## src/rtl/lane_scheduler.sv

```systemverilog
// lane_scheduler: round-robin four-phase lane controller with pedestrian and emergency override (LANE_SKIP_EN skips empty phases)
module lane_scheduler #(
  parameter int GREEN_DAY   = 8,
  parameter int GREEN_NIGHT = 4,
  parameter int YELLOW_T    = 2,
  parameter int PED_T       = 6
) (
  input  logic        clk,
  input  logic        rst,
  input  logic [63:0] laneCounts,
  input  logic        dayNightSignal,
  input  logic        pedSignal,
  input  logic        emgSignal,
  input  logic [7:0]  emgLane,
  output logic [7:0]  trafficLightOutput,
  output logic [7:0]  yellowLightOutput,
  output logic [7:0]  walkingLightOutput,
  output logic [1:0]  trafficMode,
  output logic [7:0]  currentCount
);
  typedef enum logic [2:0] {ALL_RED, GREEN, YELLOW, PED, EMG} state_t;
  state_t state;
  logic [1:0] phase;
  logic ped_pending;
  logic emg_q;
  logic found;
  logic [1:0] next_phase;
  assign emg_q = emgSignal && |emgLane;
`ifdef LANE_SKIP_EN
  logic [1:0] cand;
  // nearest phase after the current one that has traffic, wrapping back to itself last
  always_comb begin
    found = 1'b0;
    next_phase = phase + 2'd1;
    cand = phase;
    for (int i = 4; i >= 1; i--) begin
      cand = phase + 2'(i);
      if (|laneCounts[{cand, 4'b0000} +: 16]) begin
        found = 1'b1;
        next_phase = cand;
      end
    end
  end
`else
  logic unused_counts;
  assign unused_counts = ^laneCounts;
  // strict rotation: every phase is eligible
  always_comb begin
    found = 1'b1;
    next_phase = phase + 2'd1;
  end
`endif
  // state, phase, pending request and registered outputs advance together
  always_ff @(posedge clk or posedge rst) begin
    if (rst) begin
      state <= ALL_RED;
      phase <= 2'd3;
      ped_pending <= 1'b0;
      currentCount <= 8'd0;
      trafficLightOutput <= 8'd0;
      yellowLightOutput <= 8'd0;
      walkingLightOutput <= 8'd0;
      trafficMode <= 2'b00;
    end else begin
      ped_pending <= ped_pending | pedSignal;
      trafficMode <= {1'b0, ~dayNightSignal};
      if (emg_q) begin
        state <= EMG;
        trafficLightOutput <= emgLane;
        yellowLightOutput <= 8'd0;
        walkingLightOutput <= 8'd0;
        currentCount <= 8'd0;
        trafficMode <= 2'b10;
      end else begin
        case (state)
          ALL_RED: begin
            if (ped_pending) begin
              state <= PED;
              ped_pending <= 1'b0;
              walkingLightOutput <= 8'hFF;
              trafficLightOutput <= 8'd0;
              yellowLightOutput <= 8'd0;
              currentCount <= 8'(PED_T - 1);
              trafficMode <= 2'b11;
            end else if (found) begin
              state <= GREEN;
              phase <= next_phase;
              trafficLightOutput <= 8'b11 << {next_phase, 1'b0};
              yellowLightOutput <= 8'd0;
              walkingLightOutput <= 8'd0;
              currentCount <= dayNightSignal ? 8'(GREEN_DAY - 1) : 8'(GREEN_NIGHT - 1);
            end else begin
              trafficLightOutput <= 8'd0;
              yellowLightOutput <= 8'd0;
              walkingLightOutput <= 8'd0;
              currentCount <= 8'd0;
            end
          end
          GREEN: begin
            if (currentCount == 8'd0) begin
              state <= YELLOW;
              yellowLightOutput <= trafficLightOutput;
              trafficLightOutput <= 8'd0;
              currentCount <= 8'(YELLOW_T - 1);
            end else currentCount <= currentCount - 8'd1;
          end
          YELLOW, PED: begin
            if (currentCount == 8'd0) begin
              state <= ALL_RED;
              yellowLightOutput <= 8'd0;
              walkingLightOutput <= 8'd0;
            end else begin
              currentCount <= currentCount - 8'd1;
              if (state == PED) trafficMode <= 2'b11;
            end
          end
          default: begin
            state <= ALL_RED;
            trafficLightOutput <= 8'd0;
            yellowLightOutput <= 8'd0;
            walkingLightOutput <= 8'd0;
            currentCount <= 8'd0;
          end
        endcase
      end
    end
  end
endmodule

```

## config.mk

```make
export PLATFORM = sky130hd
export DESIGN_NAME = lane_scheduler
export DESIGN_NICKNAME = d
export VERILOG_FILES = /design/src/rtl/lane_scheduler.sv
export SDC_FILE = /design/constraint.sdc
export NUM_CORES = 1
export LEC_CHECK = 0
export BUFFER_PORTS_ARGS = -buffer_cell sky130_fd_sc_hd__buf_4
export CAP_MARGIN = 20
export CORE_MARGIN = 2
export CORE_UTILIZATION = 43
export CTS_BUF_LIST = sky130_fd_sc_hd__clkbuf_16
export DETAILED_ROUTE_END_ITERATION = 10
export GPL_TIMING_DRIVEN = 0
export HOLD_SLACK_MARGIN = 0.1
export PLACE_DENSITY = 0.82
export SLEW_MARGIN = 10
export SYNTH_ARGS = -nofsm -noshare
export SYNTH_HDL_FRONTEND = slang
export SYNTH_SLANG_ARGS = --single-unit
```

## constraint.sdc

```tcl
create_clock -name clk -period 5.6 [get_ports clk]
set_input_delay 0 -clock clk [delete_from_list [all_inputs] [get_ports clk]]
set_output_delay 0 -clock clk [all_outputs]
set_load 0.005 [all_outputs]
```

==> summary.md <==
| Metric | Value |
|---|---|
| Status | complete, no violations |
| First-pass DRT Iterations | 5 |
| Vias in the first global route | 1476 |
| VDD IR max | 0.0001736 V |
| Final setup fails | 0 |
| CP peak stage delay | 0.53 ns |
| Final wirelength | 4271 um |
| DP HPWL | 2930 um |
| CTS Buf Count | 5 |
| Post-CTS Setup Repair Bufs | 0 |
| Synth Warn # | 0 |
| Cell family with most CP delay | simple AND/OR/NAND/NOR gates |
| Mean post-synth cell area | 9.973 um2 |
| Mapped Cells | 169 |
| Die span in x | 66.61 um |
| Residual overflow from global routing | 0 |
| Area contributors post-synth | dfrtp_1 46%, a22oi_1 5.3%, nor3_1 3.9%, ha_1 3.7%, a21oi_1 3.3% |
| Crit path buf inv count | 1 |
| H-tree levels | 2 |
| Setup slack, reg-to-reg | 3.40 ns |
| Final TNS setup | 0 ns |
| Worst path arrival time | 2.37 ns |
| PortBufs | 45 |
| Boundary pin count | 111 |
| Finished Layout Cells | 282 |
| Post-CTS Resized | 0 |
| Setup crit end kind | flip-flop |
| DR iter-0 viols | 191 |
| CP Data Required Time | 5.78 ns |
| Area leader, netlist | dfrtp_1 |
| Period utilisation layout | 0.3925 |
| Clock root buffer | clkbuf_16 |
| Register area | 828.3 um2 |
| Max Clk Rate | 454.9 MHz |
| Final Power | 0.7151 mW |
| Pins over their slew limit | 0 |
| Die Ht | 66.61 um |
| Worst-Skew Late Latency | 0.28 ns |
| Diode count | 0 |
| Core area | 3716 um2 |
| Floorplan row count | 22 |
| Via-to-Cell Ratio | 5.429 |
| Clk_skew | 0.006266 ns |
| Initial antenna violation count | 0 |
| Critical Path Fanout Max | 6 |
| Leakage | 1.115 nW |
| Post-Syn Area | 1685 um2 |
| Seq/Total Area, Yosys | 0.4915 |
| Top cells by count, synth | 31 x dfrtp_1, 14 x nand2_1, 13 x nor3_1 |
| Post-synth ARST share | 1.000 |
| RePlAce Congestion | 0.8089 |
| Synthesis-stage register bit count | 33 |
| ANT nets after route | 0 |
| Multi-input gate area | 734.5 um2 |
| Count leader, synth | dfrtp_1 |
| Worst-path clk slew | 0.05 ns |
| Avg WL per Cell | 15.15 um |
| Class of the worst hold path | in2reg |
| Via count | 1531 |
| Final Hold Violating Endpoints | 0 |
| Clock sinks | 33 |
| Clock buffer depth | 2 |
| Layout cell share with drive strength beyond 1 | 0.3120 |
| Slowest CP cell | or4b_4 |
| Layout area overhead | 39.87% |
| Die area | 4436 um2 |
| CP Launch Type | flip-flop |
| Rel. slew slack | 0.4599 |
| Met1 Use GR | 0.2730 |
| Met3 GRT Util | 0.07601 |
| Min Hold Slack | 0.1078 ns |
| Global Route Usage Sum | 0.2155 |
| Initial Util | 0.4535 |
| Fin nets | 315 |
| Ys flop type | dfrtp_1 |
| Synth unique cells | 37 |
| Pin count of the biggest net entering global routing | 20 |
| Worst-margin pin slew | 0.8064 ns |
| First-pass GRT wire length | 7010 um |
| Top-area cell type share of the netlist area | 0.4603 |
| DP Cell Count | 263 |
| CTS tree | built |
| CP cell instances | inv_1 -> ha_1 -> or4b_4 -> nor3_2 -> a22oi_1 -> nor3_1 |
| PwrDens | 303.4 nW/um2 |
| Post-synth EDFFs | 0 |
| Fin crit period | 2.198 ns |
| Setup CP Type | reg2reg |
| Synthesized net count | 251 |
| RSZ-0062 raised after global routing | no |
| Fillers | 321 |
| Max-cap viol count | 0 |
| M2 GR Usage | 0.3388 |
| Residual DRC | 0 |
| Gr busiest metal | met2 |
==> metal layers <==
layer  vias up  routed length, um
met5         -                  0
met4         0                 69
met3        11                328
met2        57               2021
met1       724               1852
li1        739                  -
==> cells in the final DEF (no fill, tap or decap), types with 9 or more instances in the layout <==
cell type / n
buf_4: 52
nand2_1: 14
dfrtp_1: 31
o21ai_0: 10
nor3_1: 13
a22oi_1: 12
a21oi_1: 11
dlygate4sd3_1: 11
nor2_1: 10
inv_1: 9
==> sequential cells by signal (all words and copies together) (netlist names) <==
signal	count
currentCount	8
phase	2
yellowLightOutput	8
walkingLightOutput	1
ped_pending	1
trafficLightOutput	8
trafficMode	2
state	3
==> final timing paths <==
kind / from / to / cells past startpoint
max in group asynchronous: rst / phase[1] / 4
setup reg to reg: currentCount[0] / yellowLightOutput[2] / 6
hold / removal: emgSignal / trafficLightOutput[1] / 3
min in group asynchronous: rst / yellowLightOutput[0] / 3
hold reg to reg: phase[0] / phase[0] / 1
setup / recovery: currentCount[0] / yellowLightOutput[2] / 6
==> per-stage QoR <==
| step | instance area, um2 | setup slack [ns] | utilization |
|---|---|---|---|
| finish | 2357 | 3.402 | 0.6343 |
| global route | 2357 | 3.229 | 0.6343 |
| CTS | 2357 | 3.426 | 0.6343 |
| detailed placement | 2111 | 3.456 | 0.5680 |
| global placement | 2083 | 3.500 | 0.5606 |
| floorplan | 1685 | 3.670 | - |
==> area by class of cell <==
cell class / count / share of cell area
inverter: 7 / 0.01115
clock inverter: 3 / 0.004777
sequential: 33 / 0.3514
clock buffer: 5 / 0.05308
timing repair buffer: 57 / 0.2017
multi-input combinational: 115 / 0.3116
buffer: 14 / 0.04087
tap: 48 / 0.02548
==> where the power goes <==
part           internal, mW  switching [mW]
clock                 0.159          0.0944
sequential            0.264          0.0231
combinational        0.0825          0.0913
==> worst reg2reg max path, cell delays in order (launching register included) <==
cell and delay, ns:
dfrtp_1 0.43, inv_1 0.09, ha_1 0.24, or4b_4 0.53
nor3_2 0.43, a22oi_1 0.16, nor3_1 0.22
==> repair_timing <==
action,in CTS,in global routing
setup endpoints to repair,0,0
endpoints found under the hold margin,24,0
hold buffers,11,0
==> logic make-up (layout without fill, tap and decap cells) <==
family	count (synthesis)	count (layout)	synth area share
and+or+nand+nor	60	60	0.1938
AOI/OAI and AO/OA	45	45	0.1767
DFF	33	33	0.4915
buffers and inverters	21	86	0.07276
adders and majority gates	5	5	0.03712
xor gates and xnor gates	3	3	0.01559
muxes	2	2	0.01262
Power figures use the tool's default switching activity.
